==> src/rtl/snitch_mem_pkg.sv <==
// Shared types and defaults for the snitch memory initiator.
// One command in flight: IDLE -> REQ -> (WAIT_RSP) -> RESULT.
package snitch_mem_pkg;
    localparam int unsigned DefAddrWidth     = 10;
    localparam int unsigned DefDataWidth     = 32;
    localparam int unsigned DefTimeoutCycles = 64;

    typedef logic [DefAddrWidth-1:0] addr_t;
    typedef logic [DefDataWidth-1:0] data_t;

    typedef enum logic [1:0] {
        IDLE,
        REQ,
        WAIT_RSP,
        RESULT
    } state_e;
endpackage

==> src/rtl/snitch_mem_initiator.sv <==
// Single-outstanding memory initiator bridging a core command port to memory.
// Reads wait a bounded number of cycles for a response before reporting an error.
module snitch_mem_initiator
    import snitch_mem_pkg::*;
#(
    parameter int unsigned AddrWidth     = DefAddrWidth,
    parameter int unsigned DataWidth     = DefDataWidth,
    parameter int unsigned TimeoutCycles = DefTimeoutCycles
) (
    input  logic                 clk_i,
    input  logic                 rst_i,
    input  logic                 cmd_valid_i,
    output logic                 cmd_ready_o,
    input  logic                 cmd_write_i,
    input  logic [AddrWidth-1:0] cmd_addr_i,
    input  logic [DataWidth-1:0] cmd_wdata_i,
    input  logic                 cmd_wstrb_i,
    output logic                 res_valid_o,
    input  logic                 res_ready_i,
    output logic [DataWidth-1:0] res_data_o,
    output logic                 res_err_o,
    output logic [AddrWidth-1:0] req_addr_o,
    output logic [DataWidth-1:0] req_data_o,
    output logic                 req_write_o,
    output logic                 req_wstrb_o,
    output logic                 req_valid_o,
    input  logic                 req_ready_i,
    input  logic [DataWidth-1:0] rsp_data_i,
    input  logic                 rsp_valid_i,
    output logic                 rsp_ready_o,
    output logic                 busy_o,
    output logic                 timeout_sticky_o
);
    localparam int unsigned CntWidth = $clog2(TimeoutCycles);
    localparam logic [CntWidth-1:0] CntLast = CntWidth'(TimeoutCycles - 1);

    state_e               state_q, state_d;
    logic                 wr_q, wr_d;
    logic                 wstrb_q, wstrb_d;
    logic [AddrWidth-1:0] addr_q, addr_d;
    logic [DataWidth-1:0] wdata_q, wdata_d;
    logic [DataWidth-1:0] rdata_q, rdata_d;
    logic                 err_q, err_d;
    logic [CntWidth-1:0]  cnt_q, cnt_d;
    logic                 sticky_q, sticky_d;

    always_ff @(posedge clk_i) begin
        if (rst_i) begin
            state_q  <= IDLE;
            wr_q     <= 1'b0;
            wstrb_q  <= 1'b0;
            addr_q   <= '0;
            wdata_q  <= '0;
            rdata_q  <= '0;
            err_q    <= 1'b0;
            cnt_q    <= '0;
            sticky_q <= 1'b0;
        end else begin
            state_q  <= state_d;
            wr_q     <= wr_d;
            wstrb_q  <= wstrb_d;
            addr_q   <= addr_d;
            wdata_q  <= wdata_d;
            rdata_q  <= rdata_d;
            err_q    <= err_d;
            cnt_q    <= cnt_d;
            sticky_q <= sticky_d;
        end
    end

    always_comb begin
        state_d  = state_q;
        wr_d     = wr_q;
        wstrb_d  = wstrb_q;
        addr_d   = addr_q;
        wdata_d  = wdata_q;
        rdata_d  = rdata_q;
        err_d    = err_q;
        cnt_d    = cnt_q;
        sticky_d = sticky_q;
        unique case (state_q)
            IDLE: begin
                if (cmd_valid_i) begin
                    state_d = REQ;
                    wr_d    = cmd_write_i;
                    wstrb_d = cmd_wstrb_i;
                    addr_d  = cmd_addr_i;
                    wdata_d = cmd_wdata_i;
                end
            end
            REQ: begin
                if (req_ready_i) begin
                    if (wr_q) begin
                        state_d = RESULT;
                        rdata_d = '0;
                        err_d   = 1'b0;
                    end else begin
                        state_d = WAIT_RSP;
                        cnt_d   = '0;
                    end
                end
            end
            WAIT_RSP: begin
                // A response arriving on the last counted cycle still wins.
                if (rsp_valid_i) begin
                    state_d = RESULT;
                    rdata_d = rsp_data_i;
                    err_d   = 1'b0;
                end else if (cnt_q == CntLast) begin
                    state_d  = RESULT;
                    rdata_d  = '0;
                    err_d    = 1'b1;
                    sticky_d = 1'b1;
                end else begin
                    cnt_d = cnt_q + CntWidth'(1);
                end
            end
            RESULT: begin
                if (res_ready_i) state_d = IDLE;
            end
            default: state_d = IDLE;
        endcase
    end

    // Outputs are gated by state so that idle or reset leaves the bus at zero.
    assign cmd_ready_o      = (state_q == IDLE);
    assign busy_o           = (state_q != IDLE);
    assign req_valid_o      = (state_q == REQ);
    assign req_addr_o       = req_valid_o ? addr_q : '0;
    assign req_data_o       = req_valid_o ? wdata_q : '0;
    assign req_write_o      = req_valid_o & wr_q;
    assign req_wstrb_o      = req_valid_o & wstrb_q;
    assign rsp_ready_o      = (state_q == WAIT_RSP);
    assign res_valid_o      = (state_q == RESULT);
    assign res_data_o       = res_valid_o ? rdata_q : '0;
    assign res_err_o        = res_valid_o & err_q;
    assign timeout_sticky_o = sticky_q;
endmodule
==> config.mk <==
export PLATFORM = sky130hd
export DESIGN_NAME = snitch_mem_initiator
export DESIGN_NICKNAME = d
export VERILOG_FILES = /design/src/rtl/snitch_mem_pkg.sv /design/src/rtl/snitch_mem_initiator.sv
export SDC_FILE = /design/constraint.sdc
export NUM_CORES = 1
export LEC_CHECK = 0
export ABC_AREA = 1
export BUFFER_PORTS_ARGS = -buffer_cell sky130_fd_sc_hd__buf_2
export CAP_MARGIN = 5
export CORE_MARGIN = 4
export CORE_UTILIZATION = 44
export DETAILED_ROUTE_END_ITERATION = 16
export PLACE_DENSITY = 0.73
export SKIP_CTS_REPAIR_TIMING = 1
export SYNTH_ARGS = -nofsm -noshare
export SYNTH_HDL_FRONTEND = slang
export SYNTH_SLANG_ARGS = --single-unit
==> constraint.sdc <==
create_clock -name clk_i -period 1.95 [get_ports clk_i]
set_input_delay 0.195 -clock clk_i [delete_from_list [all_inputs] [get_ports clk_i]]
set_output_delay 0.195 -clock clk_i [all_outputs]
set_load 0.01 [all_outputs]
## Yosys cells after proc, flatten, opt, wreduce, memory -nomap -nowiden

Index checks and enable logic that the tools add are counted.

| word-level totals | value |
|---|---|
| bits of input ports | 82 |
| flip-flop bits (word level) | 86 |
| word-level logic and storage cells | 59 |
| output and inout port bits | 83 |

| operators by class | value |
|---|---|
| bitwise gates (word level) | 4 |
| muxes and demuxes | 25 |
| reductions and logical operators | 8 |
| equality and inequality tests | 12 |
| add/subtract/negate cells | 1 |

Operator list:

| kind | count |
|---|---|
| two-way mux 32 bit | 6 |
| case mux 32 bit (2 select lines) | 1 |
| two-way mux 6 bit | 4 |
| case mux 6 bit (2 select lines) | 1 |
| two-way mux 10 bit | 1 |
| two-way mux 2 bit | 5 |
| != test 2 bit (second input constant) | 4 |
| case mux 2 bit (4 select lines) | 1 |
| AND reduction 4 bit | 2 |
| adder 6 x 1 -> 6 bit (second input constant) | 1 |
| == test 6 bit (second input constant) | 1 |
| != test 2 x 1 -> 1 bit (second input constant) | 3 |
| two-way mux 1 bit | 5 |
| AND reduction 5 bit | 1 |
| == test 2 bit (second input constant) | 2 |
| nonzero test 2 bit | 2 |
| bitwise AND 1 bit | 3 |
| != test 3 x 2 -> 1 bit (second input constant) | 1 |
| AND reduction 3 bit | 1 |
| == test 2 x 1 -> 1 bit (second input constant) | 1 |
| zero test 2 bit | 1 |
| case mux 1 bit (2 select lines) | 1 |
| AND reduction 2 bit | 1 |
| NOT 1 bit | 1 |

## Longest topological paths before layout

| logic depth | value |
|---|---|
| depth in word-level cells | 4 |
| mapped depth | 9 |

## Worst setup path after synthesis

Ideal clock, no wire load.

| timing path | value |
|---|---|
| path type | reg-to-reg |
| from | register state_q[0] |
| to | register err_q |
| data arrival time | 1478 ps |
| buffers on the path | 1 |
| stages on the path, launching flop included | 10 |
| path slack | 339 ps |
| library setup time | 132 ps |
| cell sequence | dfxtp_1 -> inv_1 -> ha_1 -> inv_2 -> nor2_4 -> o21ai_4 -> nand3_4 -> buf_6 -> nand2_2 -> a21oi_1 |

| between the ends | value |
|---|---|
| cells in the longest elaborated chain, start to end | 3 |
| elaborated cells on any way between the ends | 8 |
| those cells by class | 5 x eq/ne; 1 x mux; 2 x reduce/logical |

Ends and longest elaborated chain:

| element | line | source |
|---|---|---|
| start, declared | snitch_mem_initiator.sv:37 | `state_e state_q, state_d;` |
| start signal, assigned | snitch_mem_initiator.sv:59 | `state_q <= state_d;` |
| == test 2 bit * | - |  |
| net rsp_ready_o | snitch_mem_initiator.sv:30 | `output logic rsp_ready_o,` |
| != test 3 x 2 -> 1 bit (no line) or nonzero test 2 bit (tied branches) | - |  |
| AND reduction 4 bit (no line) | - |  |
| end signal, assigned | snitch_mem_initiator.sv:65 | `err_q <= err_d;` |
| end, declared | snitch_mem_initiator.sv:43 | `logic err_q, err_d;` |

The timed path passes the listed nets; every way through them passes the cells marked *.
A chain may end at the register's enable or synchronous reset.

## Worst setup path after layout

| timing path | value |
|---|---|
| from | register state_q[1] |
| to | output port req_data_o[21] |

| between the ends | value |
|---|---|
| cells in the longest elaborated chain, start to end | 2 |

Ends and longest elaborated chain:

| element | line | source |
|---|---|---|
| == test 2 x 1 -> 1 bit | snitch_mem_initiator.sv:128 | `assign req_valid_o = (state_q == REQ);` |
| two-way mux 32 bit | snitch_mem_initiator.sv:130 | `assign req_data_o = req_valid_o ? wdata_q : '0;` |
| end, declared | snitch_mem_initiator.sv:23 | `output logic [DataWidth-1:0] req_data_o,` |

Every way passes these cells.

==> results_dict.tcl <==
set metrics [dict create \
    hold_violations 0 \
    rsz0062_at_grt "no" \
    setup_ws_ps 119 \
    grt_antenna_before_repair 0 \
    min_from "cmd_wdata_i[10]" \
    grt_first_pass_wirelength_mm 18.2 \
    rr_startpoint "state_q[0]" \
    worst_path_most_repeated_cell "inv_1" \
    synthTopCellsByCount "132 x nor2_1, 127 x inv_1, 100 x nand2_1, 86 x dfxtp_1, 46 x o21ai_0" \
    synthArstFlopShare 0 \
    drtIter0Drc 176 \
    critPathKind "reg -> out" \
    synthesis.area_um2 4370 \
    vdd_drop_max_uv 504 \
    period_share 0.939 \
    rows 36 \
    drc 0 \
    grtUsageMet1 0.239 \
    use_met3 0.0564 \
    dieWidth_um 108 \
    startpoint_type "flop" \
    cp_data_required_time_ps 1750 \
    synth_edf_count 0 \
    synth_cell_types 24 \
    gr-total-overflow 0 \
    synthCells 667 \
    tns_ps 0 \
    maxSlewViolCount 0 \
    diodes 0 \
    wirelength_mm 11.3 \
    wl_per_cell_um 11.9 \
    critPathCaptureType "primary output" \
    clk_path_buf_depth 2 \
    max_stage_delay_ps 350 \
    first_pass_iters 4 \
    syn_nets 755 \
    path_cells "inv_1, ha_4, buf_12, nand2_1, inv_1, buf_2" \
    setup-violations-final 0 \
    grt_max_degree 51 \
    cts_root_buffer "clkbuf_8" \
    top_usage_layer "met2" \
    synthFlopType "dfxtp_1" \
    core_um2 9730 \
    ys_ff_latch 86 \
    grt_use_total 0.189 \
    worst_r2r_path_depth 7 \
    yosysTopAreaCell "dfxtp_1" \
    htree_levels 3 \
    worstPathArrival_ps 1640 \
    nNetsFinal 904 \
    fin_crit_ps 1830 \
    hold_depth 3 \
    clkSinkCount 86 \
    whs_ps 90.2 \
    viasPerCell 4.72 \
    insertion_delay_ps 350 \
    ff2ff_setup_slack_ps 190 \
    synthTopCellsByArea "dfxtp_1 39%, nor2_1 11%, inv_1 11%" \
    cts-buffers-inserted 9 \
    crit_fanout 38 \
    grt_pass1_vias 4178 \
    cts_tree "done" \
    synth.most_common_cell "nor2_1" \
    status "complete, no violations" \
    pre_cts_ws_ps 88.4 \
    max_cap_violations 0 \
    post_synth.cell_area_avg_um2 6.55 \
    power_density_nw_per_um2 1080 \
    synth_top_area_frac 0.394 \
    io_buffers 164 \
    cts.clk_slew.worst_paths_ps 90 \
    post-dp-hpwl_mm 8.01 \
    start_util 0.449 \
    ys_seq_area_frac 0.394 \
    gr-usage-met2 0.319 \
    slew_headroom 0.698 \
    final_core_util 0.570 \
    r2r_end "rdata_q[8]" \
    fmax_mhz 546 \
    io_pins 165 \
    die_area_um2 11600 \
    antenna_left 0 \
    p_total_mw 6.00 \
    p_leak_nw 3.23 \
    gp_congestion 0.863 \
    critical-path-slowest-cell "dfxtp_1" \
    area_growth_pct 27.0 \
    ys_warn_count 0 \
    die_y_um 108 \
    vias 4501 \
    worstMarginPinSlew_ps 452 \
    hold_class "in -> reg" \
    finalClockSkew_ps 14.5 \
    drive_gt1_frac 0.285 \
    hold_path_end "wdata_q[10]" \
]
==> metal layers <==
metal,wire [um],vias up
met5,0,-
met4,52,0
met3,993,8
met2,5240,161
met1,5020,2007
li1,-,2325
==> sequential cells by signal, indices dropped and copies added (netlist names) <==
register and cells:
wdata_q 32, state_q 2, cnt_q 6, addr_q 10
err_q 1, rdata_q 32, wstrb_q 1, timeout_sticky_o 1
wr_q 1
==> final cells by class <==
| type | instances | area, um2 |
|---|---|---|
| fill | 965 | 4180 |
| multi-input combinational | 411 | 1970 |
| sequential | 86 | 1720 |
| timing repair buffer | 179 | 958 |
| inverter | 129 | 484 |
| tap | 133 | 166 |
| clock buffer | 10 | 128 |
| clock inverter | 6 | 118 |
==> placed cells by master (no fill, tap or decap) <==
master,synthesis,routed
nor3_1,1,1
clkbuf_1,27,1
buf_2,4,164
clkinv_1,1,1
buf_4,0,13
nand3_1,6,6
clkbuf_8,0,9
o21ai_0,46,46
nand2_1,100,100
nand3_4,1,1
inv_6,0,1
o21a_1,2,2
ha_1,6,5
nor2_4,1,1
nand3b_1,1,1
inv_1,127,127
clkinvlp_4,0,1
dfxtp_1,86,85
inv_2,1,1
bufinv_16,0,3
dfxtp_2,0,1
a21oi_1,38,38
nand3_2,2,2
nand4_1,38,38
nor2_1,132,132
inv_8,0,1
nand2_2,31,31
ha_4,0,1
o21ai_4,2,2
o21ai_1,4,4
buf_12,0,2
==> how the worst max path moves through the flow <==
| stage | endpoint | start | cells after the start |
|---|---|---|---|
| 2_1_floorplan | err_q | state_q[0] | 9 |
| 3_3_place_gp | state_q[0] | state_q[1] | 7 |
| 3_5_place_dp | rdata_q[8] | state_q[1] | 7 |
| 4_1_cts | req_data_o[21] | state_q[1] | 6 |
| 5_1_grt | req_data_o[21] | state_q[1] | 6 |
| 6_report | req_data_o[21] | state_q[1] | 6 |
==> power by group <==
group	switching, mW	internal [mW]
Sequential	0.168	2.04
Combinational	1.48	0.763
Clock	0.676	0.866
==> logic make-up (layout without fill, tap and decap cells) <==
kind of cell	after synthesis	after routing	synth area share
AOI/OAI and AO/OA	92	92	0.112
adders and majority gates	6	6	0.0172
and+or+nand+nor	313	313	0.319
buffers and inverters	170	324	0.158
DFF	86	86	0.394
==> per-stage QoR <==
step           std cells  area, um2
6_report             954       5550
3_3_place_gp         938       5280
4_1_cts              954       5520
5_1_grt              954       5550
2_1_floorplan        667       4370
3_5_place_dp         938       5280
==> critical path, delay by kind of cell (launching register included) <==
kind	cells	cell delay (ps)
buffers and inverters	4	550
DFF	1	350
adders and majority gates	1	270
and+or+nand+nor	1	90
No activity file was read; power rests on OpenSTA's default activity.
